### config.mk
export PLATFORM = sky130hd
export DESIGN_NAME = arbitrated_merge
export DESIGN_NICKNAME = d
export VERILOG_FILES = /design/src/rtl/arbitrated_merge.sv
export SDC_FILE = /design/constraint.sdc
export NUM_CORES = 1
export LEC_CHECK = 0
export BUFFER_PORTS_ARGS = -buffer_cell sky130_fd_sc_hd__buf_2
export CORE_MARGIN = 4
export CORE_UTILIZATION = 40
export DETAILED_ROUTE_END_ITERATION = 10
export PLACE_DENSITY = 0.83
export SLEW_MARGIN = 10
export SYNTH_ARGS = -nofsm -noshare
export SYNTH_HDL_FRONTEND = slang
export SYNTH_SLANG_ARGS = --single-unit
### constraint.sdc
create_clock -name clk -period 2.2 [get_ports clk]
set_input_delay 0.11 -clock clk [delete_from_list [all_inputs] [get_ports clk]]
set_output_delay 0.11 -clock clk [all_outputs]
set_load 0.02 [all_outputs]
### src/rtl/arbitrated_merge.sv
`default_nettype none
// +--------------------------------------------------------------------------+
// | arbitrated_merge: round-robin merge of two 4-phase bundled-data channels  |
// | into one, with programmable forward and backward latency.                |
// | Revision: 1.0                                                            |
// +--------------------------------------------------------------------------+
module arbitrated_merge #(
  parameter int WIDTH = 49,
  parameter int FL    = 2,
  parameter int BL    = 1
) (
  input  logic             clk,
  input  logic             rst,
  input  logic             A_req,
  input  logic [WIDTH-1:0] A_data,
  output logic             A_ack,
  input  logic             B_req,
  input  logic [WIDTH-1:0] B_data,
  output logic             B_ack,
  output logic             O_req,
  output logic [WIDTH-1:0] O_data,
  input  logic             O_ack
);

  typedef enum logic [2:0] {
    S_IDLE    = 3'd0,
    S_IN_ACK  = 3'd1,
    S_WAIT_FL = 3'd2,
    S_OUT_REQ = 3'd3,
    S_OUT_RTZ = 3'd4,
    S_WAIT_BL = 3'd5
  } state_t;

  localparam logic [7:0] C_FL_LAST = (FL > 0) ? 8'(FL - 1) : 8'd0;
  localparam logic [7:0] C_BL_LAST = (BL > 0) ? 8'(BL - 1) : 8'd0;

  state_t             r_state;
  state_t             w_state;
  logic [7:0]         r_cnt;
  logic [7:0]         w_cnt;
  logic               r_a_ack;
  logic               w_a_ack;
  logic               r_b_ack;
  logic               w_b_ack;
  logic               r_o_req;
  logic               w_o_req;
  logic [WIDTH-1:0]   r_o_data;
  logic [WIDTH-1:0]   w_o_data;
  logic               r_last_b;
  logic               w_last_b;
  logic               w_grant_a;
  logic               w_grant_b;
  logic               w_winner_req;

  // On a tie the channel not served last time wins.
  assign w_grant_a    = A_req && (!B_req || r_last_b);
  assign w_grant_b    = B_req && (!A_req || !r_last_b);
  assign w_winner_req = r_last_b ? B_req : A_req;

  always_comb begin
    w_state  = r_state;
    w_cnt    = r_cnt;
    w_a_ack  = r_a_ack;
    w_b_ack  = r_b_ack;
    w_o_req  = r_o_req;
    w_o_data = r_o_data;
    w_last_b = r_last_b;
    unique case (r_state)
      S_IDLE: begin
        if (w_grant_a) begin
          w_o_data = A_data;
          w_last_b = 1'b0;
          w_a_ack  = 1'b1;
          w_state  = S_IN_ACK;
        end else if (w_grant_b) begin
          w_o_data = B_data;
          w_last_b = 1'b1;
          w_b_ack  = 1'b1;
          w_state  = S_IN_ACK;
        end
      end
      S_IN_ACK: begin
        if (!w_winner_req) begin
          w_a_ack = 1'b0;
          w_b_ack = 1'b0;
          w_cnt   = 8'd0;
          if (FL == 0) begin
            w_o_req = 1'b1;
            w_state = S_OUT_REQ;
          end else begin
            w_state = S_WAIT_FL;
          end
        end
      end
      S_WAIT_FL: begin
        if (r_cnt == C_FL_LAST) begin
          w_o_req = 1'b1;
          w_state = S_OUT_REQ;
        end else begin
          w_cnt = r_cnt + 8'd1;
        end
      end
      S_OUT_REQ: begin
        if (O_ack) begin
          w_o_req = 1'b0;
          w_state = S_OUT_RTZ;
        end
      end
      S_OUT_RTZ: begin
        if (!O_ack) begin
          w_cnt = 8'd0;
          if (BL == 0) begin
            w_state = S_IDLE;
          end else begin
            w_state = S_WAIT_BL;
          end
        end
      end
      S_WAIT_BL: begin
        if (r_cnt == C_BL_LAST) begin
          w_state = S_IDLE;
        end else begin
          w_cnt = r_cnt + 8'd1;
        end
      end
      default: begin
        w_state = S_IDLE;
      end
    endcase
  end

  // Reset aborts any transaction; last-granted starts at B so the first tie goes to A.
  always_ff @(posedge clk) begin
    if (rst) begin
      r_state  <= S_IDLE;
      r_cnt    <= 8'd0;
      r_a_ack  <= 1'b0;
      r_b_ack  <= 1'b0;
      r_o_req  <= 1'b0;
      r_o_data <= '0;
      r_last_b <= 1'b1;
    end else begin
      r_state  <= w_state;
      r_cnt    <= w_cnt;
      r_a_ack  <= w_a_ack;
      r_b_ack  <= w_b_ack;
      r_o_req  <= w_o_req;
      r_o_data <= w_o_data;
      r_last_b <= w_last_b;
    end
  end

  assign A_ack  = r_a_ack;
  assign B_ack  = r_b_ack;
  assign O_req  = r_o_req;
  assign O_data = r_o_data;

endmodule
`default_nettype wire

==> impl_metrics.yaml <==
timing:
  setup_tns_ns: 0
  whs_ns: 0.0889
  max_slew_margin_pct: 60.3
  clock.fmax_mhz: 543
  worst_pin_slew_ns: 0.596
  clock_skew_ns: 0.00930
  rsz0062_at_grt: "false"
  finalSetupViolCount: 0
  hold_viol_final: 0
  timing.final.crit_share_pct: 83.7
  min_period_ns: 1.84
  slew_violations: 0
yosys:
  netlist_instances: 331
  ys_seq_elements: 64
  netlist_area_um2: 3070
  yosysUniqueCellTypes: 36
  synth_nets: 437
  ys.flop_type: "dfxtp_1"
  ys_seq_area_share_pct: 41.7
  syn_avg_cell_area_um2: 9.28
  async_flop_share_pct: 0
  synth-edff-count: 0
  synth_warnings: 0
finish:
  fin_nets: 578
  fill_cells: 694
  fin_cells: 576
  seq_area_um2: 1280
  antenna_cells: 0
  drive_gt1_share_pct: 38.6
  multi_input_area_um2: 1650
  syn2layout_area_growth_pct: 33.3
  finish.instance_area_um2: 4090
clock_tree:
  cts_tree: "built"
  clk_latency_ns: 0.33
  clock_tree.root_cell: "clkbuf_8"
  cts_setup_buffers: 0
  cts_resized: 0
  path_clk_slew_ns: 0.07
  h-tree-depth: 3
  cts_hold_buf: 0
  cts_buffers: 9
  clock_sinks: 64
  ctsLongestPathBuffers: 2
die:
  rows: 31
  initial_core_util_pct: 41.7
  chipWidth_um: 95.6
  die_area_um2: 9140
  coreArea_um2: 7370
  die_h_um: 95.6
  io_pins: 155
setup_path:
  worstSetupPathType: "reg2reg"
  crit_fanout: 9
  end_kind: "register"
  worst_setup_path_start_kind: "register"
  required_ns: 2.39
  critPathArrivalTime_ns: 2.03
placed_design:
  portBuffers: 154
  gp_congestion: 0.847
  dp_cells: 560
  hpwl_mm: 5.86
  placed_cell_area_um2: 3910
global_routing:
  antenna_found_initial: 0
  grt_pass1_vias: 2797
  grt_pass1_wl_mm: 12.3
  grt_max_degree: 99
  grt_use_total_pct: 16.8
  grt-ovfl-total: 0
power:
  peakVddDrop_v: 0.000379
  power_density_nw_per_um2: 811
  power.leakage_nw: 1.97
routing:
  wire_per_inst_um: 13.6
  post_drt_via_cell_ratio: 5.09
  ant_nets: 0
  route.vias.total: 2933
  drc_errors: 0
  routed_wl_mm: 7.82
  drt_first_pass_iters: 4
  drt_iter0_markers: 88
run:
  max_cap_viol_count: 0
outcome:
  status: "completed"
hold_path:
  holdCritPathClass: "in2reg"
[cell families after synthesis]
kind of cell,synth area share (%)
muxes,16.7
and+or+nand+nor,13.4
DFF,41.7
adders and majority gates,1.22
AOI/OAI and AO/OA,21.8
buffers and inverters,5.22
[layer usage]
layer  GRT usage, %  vias up  wire (um)  share of wire [%]
li1               -     1495          -                  -
met1           18.3     1317       3000                 38
met2           31.2      111       4000                 51
met3           4.26       10        745                9.5
met4           5.81        0         76               0.97
met5              0        -          0                  0
[where the power goes]
part / total, W / switching, W / internal (W)
clock network: 0.000957 / 0.000439 / 0.000517
logic: 0.000965 / 0.000576 / 0.000389
registers: 0.00140 / 0.0000866 / 0.00131
total: 0.00332 / 0.00110 / 0.00222
[cell usage in the layout, fill, tap and decap left out, types with 5 or more instances in the layout]
master / n
inv_1: 5
a21oi_1: 11
nor2_1: 56
mux2i_1: 50
buf_2: 154
clkbuf_8: 9
a31oi_1: 5
a211oi_1: 49
nand2_1: 8
nand3_1: 6
dfxtp_1: 64
nand2b_1: 6
a311oi_1: 6
[worst paths after layout]
check / startpoint / end / slack, ns / depth (start not counted)
worst min-delay path: O_ack / r_state[2] / 0.09 / 3
worst min register to register: B_ack / B_ack / 0.48 / 1
worst max-delay path: r_last_b / r_cnt[1] / 0.36 / 5
worst max register to register: r_last_b / r_cnt[1] / 0.36 / 5
[synth_stat cells, types with 6 or more instances]
master | instances | area, um2
a211oi_1 | 49 | 368
buf_2 | 14 | 70.1
a311oi_1 | 6 | 52.6
a21oi_1 | 11 | 55.1
nand2_1 | 8 | 30.0
nand3_1 | 6 | 30.0
clkbuf_1 | 11 | 41.3
dfxtp_1 | 64 | 1280
nor2_1 | 56 | 210
nand2b_1 | 6 | 37.5
mux2i_1 | 50 | 500
[metrics by stage]
step	total power, W	setup WS [ns]	util (%)
finish	0.00332	0.359	55.5
global placement	0.00237	0.428	53.0
global route	0.00353	0.141	55.5
detailed placement	0.00240	0.361	53.0
floorplan	0.00207	0.507	-
CTS	0.00338	0.356	55.5
[layout make-up]
class                           instances  share of cell area (%)
Multi-Input combinational cell        233                    40.3
Timing Repair Buffer                  159                    20.4
Sequential cell                        64                    31.3
Clock inverter                          6                    1.47
Tap cell                               99                    3.03
Clock buffer                           10                    3.12
Inverter                                5                   0.459
[sequential cells by signal, indices dropped and copies added, names as in the netlist]
name      cells
r_state       3
O_req         1
r_cnt         8
r_last_b      1
B_ack         1
A_ack         1
O_data       49
[critical path, cell delays in order (launching register included)]
cell	delay (ns)
dfxtp_1	0.48
mux2i_1	0.39
o221ai_2	0.18
a22oi_2	0.42
nand2b_1	0.16
a21oi_1	0.06
No activity file was read; power rests on OpenSTA's default activity.
